[src/rtl/mis_stimulus_sequencer.sv]
`default_nettype none
// ============================================================================
// Module   : mis_stimulus_sequencer
// Purpose  : Sweeps the skew between two chain inputs (A1/A2) over a signed
//            range, repeats each skew a configurable number of times, and
//            reports whether the chain output settled to the expected level.
// Revision : 1.0 - initial release
// ============================================================================
module mis_stimulus_sequencer #(
  parameter int SKEW_W     = 5,
  parameter int SETTLE_CYC = 8,
  parameter int REP_W      = 8
) (
  input  logic              clk,
  input  logic              rst_n,
  input  logic              start,
  input  logic              abort,
  input  logic              dir,
  input  logic [SKEW_W-1:0] skew_min,
  input  logic [SKEW_W-1:0] skew_max,
  input  logic [REP_W-1:0]  rep_cnt,
  output logic              drv_a1,
  output logic              drv_a2,
  input  logic              dut_out,
  output logic              busy,
  output logic              done,
  output logic              smp_valid,
  output logic [SKEW_W-1:0] smp_skew,
  output logic              smp_ok,
  output logic              cfg_err
);

  // Counter must hold both the settle length and the largest |skew|.
  localparam int CNT_W = ((SKEW_W + 1) > ($clog2(SETTLE_CYC) + 1)) ?
                         (SKEW_W + 1) : ($clog2(SETTLE_CYC) + 1);
  localparam logic [CNT_W-1:0] SET_LAST = CNT_W'(SETTLE_CYC - 1);

  typedef enum logic [2:0] {
    S_IDLE    = 3'd0,
    S_ARM     = 3'd1,
    S_LAUNCH  = 3'd2,
    S_SETTLE  = 3'd3,
    S_CAPTURE = 3'd4,
    S_NEXT    = 3'd5,
    S_FIN     = 3'd6
  } state_t;

  state_t state, state_nxt;

  // Skew is carried one bit wider so the sweep end and |min| never wrap.
  logic signed [SKEW_W:0] skew_q, skew_nxt;
  logic signed [SKEW_W:0] skew_max_q, skew_max_nxt;
  logic signed [SKEW_W:0] smin_ext, smax_ext;
  logic [REP_W-1:0]       rep_q, rep_nxt;
  logic [REP_W-1:0]       trial_q, trial_nxt;
  logic                   dir_q, dir_nxt;
  logic [CNT_W-1:0]       cnt_q, cnt_nxt, cnt_inc;
  logic [SKEW_W:0]        mag;
  logic [CNT_W-1:0]       mag_c, t1, t2;
  logic                   neg, init_lvl, fin_lvl;

  logic                   a1_nxt, a2_nxt, busy_nxt, done_nxt, vld_nxt, ok_nxt, cfg_err_nxt;
  logic [SKEW_W-1:0]      smp_skew_nxt;

  assign smin_ext = {skew_min[SKEW_W-1], skew_min};
  assign smax_ext = {skew_max[SKEW_W-1], skew_max};
  assign neg      = skew_q[SKEW_W];
  assign mag      = neg ? (-skew_q) : skew_q;
  assign mag_c    = CNT_W'(mag);
  // t1/t2: launch cycle at which A1/A2 reach their final level.
  assign t1       = neg ? mag_c : '0;
  assign t2       = neg ? '0 : mag_c;
  assign cnt_inc  = cnt_q + CNT_W'(1);
  assign init_lvl = dir_q;
  assign fin_lvl  = ~dir_q;

  // Next-state, datapath and registered-output computation.
  always_comb begin
    state_nxt    = state;
    cnt_nxt      = cnt_q;
    skew_nxt     = skew_q;
    skew_max_nxt = skew_max_q;
    rep_nxt      = rep_q;
    trial_nxt    = trial_q;
    dir_nxt      = dir_q;
    a1_nxt       = drv_a1;
    a2_nxt       = drv_a2;
    cfg_err_nxt  = cfg_err;
    done_nxt     = 1'b0;
    vld_nxt      = 1'b0;
    ok_nxt       = smp_ok;
    smp_skew_nxt = smp_skew;

    case (state)
      S_IDLE: begin
        if (start && !abort) begin
          dir_nxt      = dir;
          skew_nxt     = smin_ext;
          skew_max_nxt = smax_ext;
          rep_nxt      = rep_cnt;
          trial_nxt    = '0;
          cnt_nxt      = '0;
          if (smin_ext > smax_ext) begin
            cfg_err_nxt = 1'b1;
            state_nxt   = S_FIN;
          end else begin
            cfg_err_nxt = 1'b0;
            state_nxt   = S_ARM;
            a1_nxt      = dir;
            a2_nxt      = dir;
          end
        end
      end
      S_ARM: begin
        if (cnt_q == SET_LAST) begin
          state_nxt = S_LAUNCH;
          cnt_nxt   = '0;
          a1_nxt    = (t1 == '0) ? fin_lvl : init_lvl;
          a2_nxt    = (t2 == '0) ? fin_lvl : init_lvl;
        end else begin
          cnt_nxt = cnt_inc;
        end
      end
      S_LAUNCH: begin
        if (cnt_q == mag_c) begin
          state_nxt = S_SETTLE;
          cnt_nxt   = '0;
        end else begin
          cnt_nxt = cnt_inc;
          a1_nxt  = (cnt_inc >= t1) ? fin_lvl : init_lvl;
          a2_nxt  = (cnt_inc >= t2) ? fin_lvl : init_lvl;
        end
      end
      S_SETTLE: begin
        if (cnt_q == SET_LAST) begin
          state_nxt = S_CAPTURE;
          cnt_nxt   = '0;
        end else begin
          cnt_nxt = cnt_inc;
        end
      end
      S_CAPTURE: begin
        state_nxt    = S_NEXT;
        vld_nxt      = 1'b1;
        ok_nxt       = (dut_out == fin_lvl);
        smp_skew_nxt = skew_q[SKEW_W-1:0];
      end
      S_NEXT: begin
        cnt_nxt = '0;
        if (trial_q < rep_q) begin
          trial_nxt = trial_q + REP_W'(1);
          state_nxt = S_ARM;
          a1_nxt    = init_lvl;
          a2_nxt    = init_lvl;
        end else if (skew_q == skew_max_q) begin
          state_nxt = S_FIN;
        end else begin
          skew_nxt  = skew_q + (SKEW_W+1)'(1);
          trial_nxt = '0;
          state_nxt = S_ARM;
          a1_nxt    = init_lvl;
          a2_nxt    = init_lvl;
        end
      end
      S_FIN: begin
        state_nxt = S_IDLE;
        done_nxt  = 1'b1;
      end
      default: state_nxt = S_IDLE;
    endcase

    // Abort wins over everything, including a capture in the same cycle.
    if (abort && (state != S_IDLE) && (state != S_FIN)) begin
      state_nxt    = S_FIN;
      vld_nxt      = 1'b0;
      ok_nxt       = smp_ok;
      smp_skew_nxt = smp_skew;
    end

    // Drives rest at 0 whenever the sweep is finishing or idle.
    if ((state_nxt == S_FIN) || (state_nxt == S_IDLE)) begin
      a1_nxt = 1'b0;
      a2_nxt = 1'b0;
    end

    busy_nxt = (state_nxt != S_IDLE);
  end

  // State, datapath and output registers; reset drops the drives immediately.
  always_ff @(posedge clk or negedge rst_n) begin
    if (!rst_n) begin
      state      <= S_IDLE;
      cnt_q      <= '0;
      skew_q     <= '0;
      skew_max_q <= '0;
      rep_q      <= '0;
      trial_q    <= '0;
      dir_q      <= 1'b0;
      drv_a1     <= 1'b0;
      drv_a2     <= 1'b0;
      busy       <= 1'b0;
      done       <= 1'b0;
      smp_valid  <= 1'b0;
      smp_skew   <= '0;
      smp_ok     <= 1'b0;
      cfg_err    <= 1'b0;
    end else begin
      state      <= state_nxt;
      cnt_q      <= cnt_nxt;
      skew_q     <= skew_nxt;
      skew_max_q <= skew_max_nxt;
      rep_q      <= rep_nxt;
      trial_q    <= trial_nxt;
      dir_q      <= dir_nxt;
      drv_a1     <= a1_nxt;
      drv_a2     <= a2_nxt;
      busy       <= busy_nxt;
      done       <= done_nxt;
      smp_valid  <= vld_nxt;
      smp_skew   <= smp_skew_nxt;
      smp_ok     <= ok_nxt;
      cfg_err    <= cfg_err_nxt;
    end
  end

endmodule
`default_nettype wire

[config.mk]
export PLATFORM = sky130hd
export DESIGN_NAME = mis_stimulus_sequencer
export DESIGN_NICKNAME = d
export VERILOG_FILES = /design/src/rtl/mis_stimulus_sequencer.sv
export SDC_FILE = /design/constraint.sdc
export NUM_CORES = 1
export LEC_CHECK = 0
export CORE_ASPECT_RATIO = 1.75
export CORE_MARGIN = 2
export CORE_UTILIZATION = 58
export CTS_CLUSTER_DIAMETER = 150
export DETAILED_ROUTE_END_ITERATION = 7
export PLACE_DENSITY = 0.81
export SETUP_SLACK_MARGIN = 0.4
export SYNTH_ARGS = -nofsm -noshare
export SYNTH_HDL_FRONTEND = slang
export SYNTH_SLANG_ARGS = --single-unit
[constraint.sdc]
create_clock -name clk -period 2.95 [get_ports clk]
set_input_delay 0.7375 -clock clk [delete_from_list [all_inputs] [get_ports clk]]
set_output_delay 0.7375 -clock clk [all_outputs]
set_load 0.005 [all_outputs]
==> metrics.md, run 1 <==
| Metric | Value |
|---|---|
| Vias in the first global route | `3,274` |
| Final setup violation count | `0` |
| Final min period | `2.55 ns` |
| Drt total wl | `~9400 um` |
| Initial core utilization | `between 50% and 60%` |
| Period utilization | `approximately 87%` |
| Post-DP HPWL | `between 6000 and 7000 um` |
| Asr flop ratio synth | `100%` |
| DR pass1 iterations | `4` |
| Vias after detailed routing | `about 3,200` |
| Slew headroom | `between 50% and 60%` |
| Critical path type | `primary input to flip-flop` |
| PortBufs | `35` |
| Ys Warns | `0` |
| Int Pwr | `about 2.3 mW` |
| PwrDens | `977 nW/um^2` |
| WL/cell | `18.0 um` |
| Most numerous cell in the Yosys netlist | `dfrtp_1` |
| Cell taking the most area after synthesis | `dfrtp_1` |
| RSZ-0062 raised after global routing | `false` |
| Area growth syn-to-layout | `21.2%` |
| CP startpoint kind | `primary input` |
| Cell area after synthesis | `roughly 3600 um^2` |
| Die W | `63.2 um` |
| Die Area | `just under 7000 um^2` |
| Critical Path Max Stage Delay | `about 0.47 ns` |
| Clock Latency Late Sink | `roughly 0.31 ns` |
| Status | `finished, final reports clean` |
| Detailed-route DRC error count | `0` |
| CTS H-tree depth | `2` |
| Largest net degree at the start of global routing | `24` |
| Flops & latches, synth | `49` |
| Post-synth top cells | `49 x dfrtp_1, 41 x nand2_1, 40 x o21ai_0, 28 x ha_1, 27 x nor2_1` |
| Required @ worst endpoint | `between 3 and 4 ns` |
| HP Class | `primary input to asynchronous set/reset pin` |
| Final Hold Viols | `0` |
| WP buf/inv | `2` |
| # IOs | `36` |
| GRT Overall Usage | `between 20 and 30%` |
| Clock skew | `0.0118 ns` |
| Seq/Total Area, Yosys | `around 34%` |
| Hold buffer count at CTS | `0` |
| Iter 0 DRT Violations | `about 120` |
| Max Freq | `0.392 GHz` |
| RePlAce Congestion | `0.936` |
| Max Slew Vio Count | `0` |
| Hold slack final | `a little under 0.4 ns` |
| First-pass GRT wire length | `roughly 15,000 um` |
| CTS root buffer | `clkbuf_8` |
| Crit-path max FO | `3` |
| Sequential Power Share | `29.1%` |
| Clock share of power | `roughly a tenth` |
| Top delay family on crit path | `simple AND/OR/NAND/NOR gates` |
| Die Y | `about 110 um` |
| Switching Fraction | `46.4%` |
| Final Cell Area | `approximately 4300 um^2` |
| Worst Setup End Kind | `flip-flop` |
| Leak pwr | `between 1.5 and 2 nW` |
| Max_cap viols | `0` |
| N_diodes | `0` |
| Clock Sinks | `just under 50` |
| Mapped Cells | `401` |
| Worst vdd ir | `573 uV` |
| Clk pin slew, worst setup/hold paths | `about 0.1 ns` |
| Ranking of synthesized cells by area | `dfrtp_1 34%, ha_1 9.9%, o21ai_0 5.6%, nand2_1 4.3%, mux2_2 3.5%` |
| Nets | `494` |
| Post-Syn Nets | `about 450` |
| Synth top area share | `34.5%` |
| Core area | `between 5000 and 6000 um^2` |
| CP max stage cell | `clkdlybuf4s50_1` |
| Arr. time, crit path | `between 2 and 3 ns` |
| Antenna Nets Post-Route | `0` |
| CP Cell Sequence | `clkdlybuf4s50_1 -> inv_2 -> ha_4 -> nand4_1 -> mux2i_4 -> nor3b_2 -> a21o_1 -> or3b_2` |
| Syn avg cell area | `between 8 and 9 um^2` |
| Vias per inst | `6.10` |
| Cts bufs inserted | `5` |
| Layout cells sized above 1 | `a little under a fifth` |
| R2r setup slk | `approximately 0.5 ns` |
| Initial antenna violation count | `0` |
| TritonCTS clock tree | `yes` |
| Worst Tran Pin Value | `0.619 ns` |
| Post-synth top flop | `dfrtp_1` |
| Psw | `just under 2 mW` |
| Yosys cell types | `67` |
| Comb pwr share | `between 60% and 70%` |
| Number of core rows | `37` |
| EDFF count, synth | `0` |
| Overflow after GRT | `0` |
| Max Root-Sink Buffers | `2` |
| Area after DPL | `~4000 um^2` |
per-layer routing:
metal  track usage [%]  vias to the layer above  wire [um]
met1              30.7                     1535       3510
li1                  -                     1509          -
met3              3.24                       31        312
met2              53.3                      104       5170
met4              16.1                        0        374
met5                 0                        -          0
final timing paths:
| kind | end | cells past startpoint | startpoint |
|---|---|---|---|
| max | state[2] | 8 | skew_min[0] |
| min | cnt_q[0] | 1 | rst_n |
| max reg2reg | state[2] | 6 | trial_q[4] |
| min reg2reg | cfg_err | 1 | cfg_err |
| max in group asynchronous | skew_q[5] | 2 | rst_n |
| min in group clk | cfg_err | 1 | cfg_err |
state kept, by name, indices dropped and copies added, names as in the netlist:
| register | count |
|---|---|
| dir_q | 1 |
| rep_q | 8 |
| smp_ok | 1 |
| smp_valid | 1 |
| drv_a1 | 1 |
| state | 3 |
| busy | 1 |
| skew_max_q | 5 |
| drv_a2 | 1 |
| done | 1 |
| skew_q | 6 |
| smp_skew | 5 |
| cnt_q | 6 |
| trial_q | 8 |
| cfg_err | 1 |
logic make-up (layout without fill, tap and decap cells):
kind of cell | after synthesis | in the layout | synth area share, %
AO/OA/AOI/OAI | 107 | 107 | 20.1
multiplexers | 17 | 17 | 5.17
XOR/XNOR | 17 | 17 | 4.19
other | 1 | 1 | 0.105
adder cells (fa/ha/maj) | 28 | 28 | 9.86
flip-flops | 49 | 49 | 34.5
AND/OR/NAND/NOR | 137 | 137 | 20.2
buffers and inverters | 45 | 87 | 5.91
area by class of cell:
class                   count  area, um^2
repair buffers             54         510
clock inverters             3        21.3
clock buffers               5        68.8
flip-flops and latches     49        1230
inverters                  25        93.8
fillers                   449        1620
well taps                  78        97.6
multi-input cells         307        2290
timing repair:
action | in CTS | in global routing
buffers inserted | 0 | 2
endpoints found under the hold margin | 0 | 0
pin swaps | 1 | 7
endpoints found under the setup margin | 4 | 13
gates resized for setup | 11 | 34
stage by stage:
stage,power [mW],cells,TNS [ns],setup slack [ns],utilization [%]
after global routing,4.53,521,0,0.343,72.7
after floorplan,2.93,401,0,0.611,-
after detailed placement,3.62,511,-0.0218,-0.0201,67.7
after CTS,4.09,519,0,0.401,70.3
after global placement,3.53,511,0,0.0467,67.7
final,4.21,521,0,0.397,72.7
worst reg2reg max path: stages, from the launching register on:
cell,delay (ns)
dfrtp_1,0.46
ha_1,0.32
a21o_1,0.18
a221oi_1,0.42
o21ai_2,0.24
a21o_1,0.24
or3b_2,0.47
power groups by stage:
stage / registers, mW / clock network [mW] / logic, mW
floorplan: 1.11 / 0 / 1.82
detailed placement: 1.22 / 0 / 2.40
finish: 1.23 / 0.413 / 2.57
CTS: 1.21 / 0.421 / 2.46
global route: 1.26 / 0.441 / 2.83
global placement: 1.21 / 0 / 2.32
cells in the final DEF (no fill, tap or decap), types with 3 or more instances in the layout:
cell / n
dfrtp_1: 47
nand2_1: 41
o21ai_0: 35
nor2_1: 26
clkdlybuf4s50_1: 25
ha_1: 22
a21oi_1: 21
inv_1: 20
buf_4: 19
nand3_1: 13
mux2_2: 11
a21o_1: 9
dlymetal6s2s_1: 9
nand2b_1: 8
nor3_1: 8
xnor2_1: 7
xor2_1: 7
and3_1: 6
mux2i_1: 5
inv_2: 5
ha_4: 5
clkbuf_8: 5
a31oi_1: 4
or3_1: 4
nand4_1: 4
o21ai_1: 4
nor2b_1: 3
nor3b_1: 3
and2_1: 3
o21a_1: 3
a211oi_2: 3
No activity file was read; power rests on OpenSTA's default activity.
==> inputs of run 2 (changes only) <==
--- a/config.mk
+++ b/config.mk
@@ -7,11 +7,13 @@
 export LEC_CHECK = 0
 export CORE_ASPECT_RATIO = 1.75
 export CORE_MARGIN = 2
-export CORE_UTILIZATION = 58
+export CORE_UTILIZATION = 59
+export CTS_BUF_LIST = sky130_fd_sc_hd__clkbuf_4
 export CTS_CLUSTER_DIAMETER = 150
 export DETAILED_ROUTE_END_ITERATION = 7
-export PLACE_DENSITY = 0.81
-export SETUP_SLACK_MARGIN = 0.4
+export MAX_ROUTING_LAYER = met4
+export PLACE_DENSITY = 0.82
+export SETUP_SLACK_MARGIN = 0.02
 export SYNTH_ARGS = -nofsm -noshare
 export SYNTH_HDL_FRONTEND = slang
 export SYNTH_SLANG_ARGS = --single-unit
==> run 2 against run 1 <==
Effect of this change: sequential cell count unchanged; critical endpoint is now drv_a1; largest cell class unchanged; final area fell by 5.8%; fmax shrank 4.7%; combinational power is 8.9% lower; clock power shrank 17%; sequential share of layout area increased by 1.7 points; sequential power rose by 3%; critical path depth grew 1.
==> metrics.md, run 2 (synthesized netlist as in run 1, its figures left out) <==
| Metric | Value |
|---|---|
| Footprint of the multi-input gates | `2120 um^2 (-7.4%)` |
| Critical path type | `flip-flop to flip-flop` |
| Arr. time, crit path | `2.99 ns (+0.25 ns)` |
| Critical Path Max Stage Delay | `0.46 ns (about the same)` |
| Vias after detailed routing | `3,051 (-4.0%)` |
| Status | `finished, final reports clean` |
| Required @ worst endpoint | `3.26 ns (+0.12 ns)` |
| RSZ-0062 raised after global routing | `false` |
| Max Root-Sink Buffers | `2 (unchanged)` |
| Post-DP HPWL | `6900 um (+0.37%)` |
| Nets | `490 (-0.81%)` |
| Max Slew Vio Count | `0 (unchanged)` |
| Final min period | `2.68 ns (+0.126 ns)` |
| Max Freq | `0.373 GHz (-4.7%)` |
| Die Area | `6690 um^2 (-1.6%)` |
| Die Y | `107 um (-0.82%)` |
| Hold buffer count at CTS | `0 (unchanged)` |
| First-pass GRT wire length | `15,200 um (-0.27%)` |
| Filler Cells Inserted | `497 (+11%)` |
| Vias per inst | `5.90 (-3.3%)` |
| Final std cells w/o fill | `517 (-0.77%)` |
| CP startpoint kind | `flip-flop` |
| Drt total wl | `8670 um (-7.4%)` |
| Initial core utilization | `60.9% (+0.95 points)` |
| Max_cap viols | `0 (unchanged)` |
| Slew headroom | `38.7% (-20 points)` |
| Clk pin slew, worst setup/hold paths | `0.16 ns (+0.06 ns)` |
| Worst vdd ir | `592 uV (+3.2%)` |
| CTS H-tree depth | `2 (unchanged)` |
| N_diodes | `0 (unchanged)` |
| TritonCTS clock tree | `yes` |
| PortBufs | `35 (unchanged)` |
| Cts bufs inserted | `5 (unchanged)` |
| WL/cell | `16.8 um (-6.6%)` |
| Final setup violation count | `0 (unchanged)` |
| WP buf/inv | `0 (-2)` |
| CP max stage cell | `dfrtp_1` |
| Area growth syn-to-layout | `14.1%` |
| CTS root buffer | `clkbuf_4` |
| Core area | `5830 um^2 (-1.6%)` |
| PostCTS Resize Cnt | `0 (-11)` |
| Inst Count DP | `509 (-0.39%)` |
| Clock skew | `0.0192 ns (+0.00738 ns)` |
| Largest net degree at the start of global routing | `31 (+29%)` |
| RePlAce Congestion | `0.909 (-2.9%)` |
| DR pass1 iterations | `4 (unchanged)` |
| Clock Latency Late Sink | `0.39 ns (+0.08 ns)` |
| Period utilization | `90.8% (+4.3 points)` |
| Final Hold Viols | `0 (unchanged)` |
| Number of core rows | `37 (unchanged)` |
| Antenna Nets Post-Route | `0 (unchanged)` |
| Die W | `62.7 um (-0.80%)` |
| Worst Tran Pin Value | `0.915 ns (+0.296 ns)` |
| Top delay family on crit path | `compound AO/OA/AOI/OAI gates` |
| Vias in the first global route | `3,220 (-1.6%)` |
| Area after DPL | `3990 um^2 (-0.37%)` |
| HP Class | `primary input to asynchronous set/reset pin` |
| Leak pwr | `1.84 nW (-6.6%)` |
| GRT Overall Usage | `29.3% (+0.75 points)` |
| CP Cell Sequence | `ha_1 -> xor2_1 -> ha_1 -> a21oi_1 -> o21ai_0 -> a211oi_1 -> o211a_1 -> o21ai_0 -> a311oi_2` |
| Worst Setup End Kind | `flip-flop` |
| PwrDens | `974 nW/um^2 (-0.31%)` |
| Layout cells sized above 1 | `11.4% (-6.9 points)` |
| Overflow after GRT | `0 (unchanged)` |
| Clock Sinks | `49 (unchanged)` |
| # IOs | `36 (unchanged)` |
| Detailed-route DRC error count | `0 (unchanged)` |
| Iter 0 DRT Violations | `172 (+41%)` |
| Initial antenna violation count | `0 (unchanged)` |
| Top Registers | `rep_q: 8 flops, trial_q: 8 flops` |
| Setup TNS | `0 ns (unchanged)` |
| Crit-path max FO | `5 (+2)` |
| Final Cell Area | `4060 um^2 (-5.8%)` |
| Most frequent cells in the layout | `49 x dfrtp_1, 41 x nand2_1, 40 x o21ai_0, 34 x clkdlybuf4s50_1, 28 x ha_1` |
| Postcts setup bufs | `0 (unchanged)` |
| Register area | `1230 um^2 (-0.20%)` |
| Most common cell after layout, fill and taps aside | `dfrtp_1` |
[run 2: changes by cell type in the layout (fill, tap and decap cells not counted), sizes merged]
cell           change
clkinvlp           -1
clkinv             +1
dlymetal6s2s       -9
clkdlybuf4s50      +9
buf                -4
[run 2: area by class of cell]
| cell class | count | share of cell area (%) |
|---|---|---|
| Multi-Input combinational cell | 307 | 52.2 |
| Sequential cell | 49 | 30.2 |
| Timing Repair Buffer | 50 | 11.3 |
| Tap cell | 78 | 2.41 |
| Inverter | 25 | 2.31 |
| Clock buffer | 5 | 0.925 |
| Clock inverter | 3 | 0.648 |
[run 2: worst reg2reg max path: stages (launching register included)]
cell	delay (ns)
dfrtp_1	0.46
ha_1	0.31
xor2_1	0.30
ha_1	0.30
a21oi_1	0.12
o21ai_0	0.17
a211oi_1	0.41
o211a_1	0.21
o21ai_0	0.11
a311oi_2	0.23
[run 2: report_power, final]
group	switching [mW]	leakage [nW]	internal, mW	total [mW]
sequential	0.329	0.619	0.937	1.27
clock	0.243	0.0358	0.0995	0.342
combinational	1.29	1.18	1.06	2.34
total	1.86	1.84	2.09	3.95
[run 2: per-layer routing]
layer	global-route usage, %	share of wire [%]	vias to the layer above
met4	14.3	4.1	0
li1	-	-	1497
met2	55.2	57	71
met1	29.8	36	1458
met5	-	0	-
met3	3.25	3.2	25
[run 2: through the flow]
| step | worst slack [ns] | hold WS [ns] | total power, mW | util [%] |
|---|---|---|---|---|
| after global routing | 0.110 | 0.301 | 4.30 | 69.6 |
| after floorplan | 0.611 | 0.442 | 2.93 | - |
| after global placement | 0.0554 | 0.497 | 3.49 | 68.5 |
| after CTS | 0.277 | 0.280 | 3.96 | 69.6 |
| after detailed placement | -0.00189 | 0.507 | 3.61 | 68.5 |
| final | 0.271 | 0.262 | 3.95 | 69.6 |
[run 2: path summary, 6_finish.rpt]
check / from / endpoint / slack, ns / depth (start not counted)
worst min register to register: cfg_err / cfg_err / 0.53 / 1
worst max register to register: cnt_q[1] / drv_a1 / 0.27 / 9
min in group clk: cfg_err / cfg_err / 0.53 / 1
worst min-delay path: rst_n / skew_max_q[4] / 0.26 / 1
max in group asynchronous: rst_n / smp_skew[4] / 1.92 / 2
worst max-delay path: cnt_q[1] / drv_a1 / 0.27 / 9
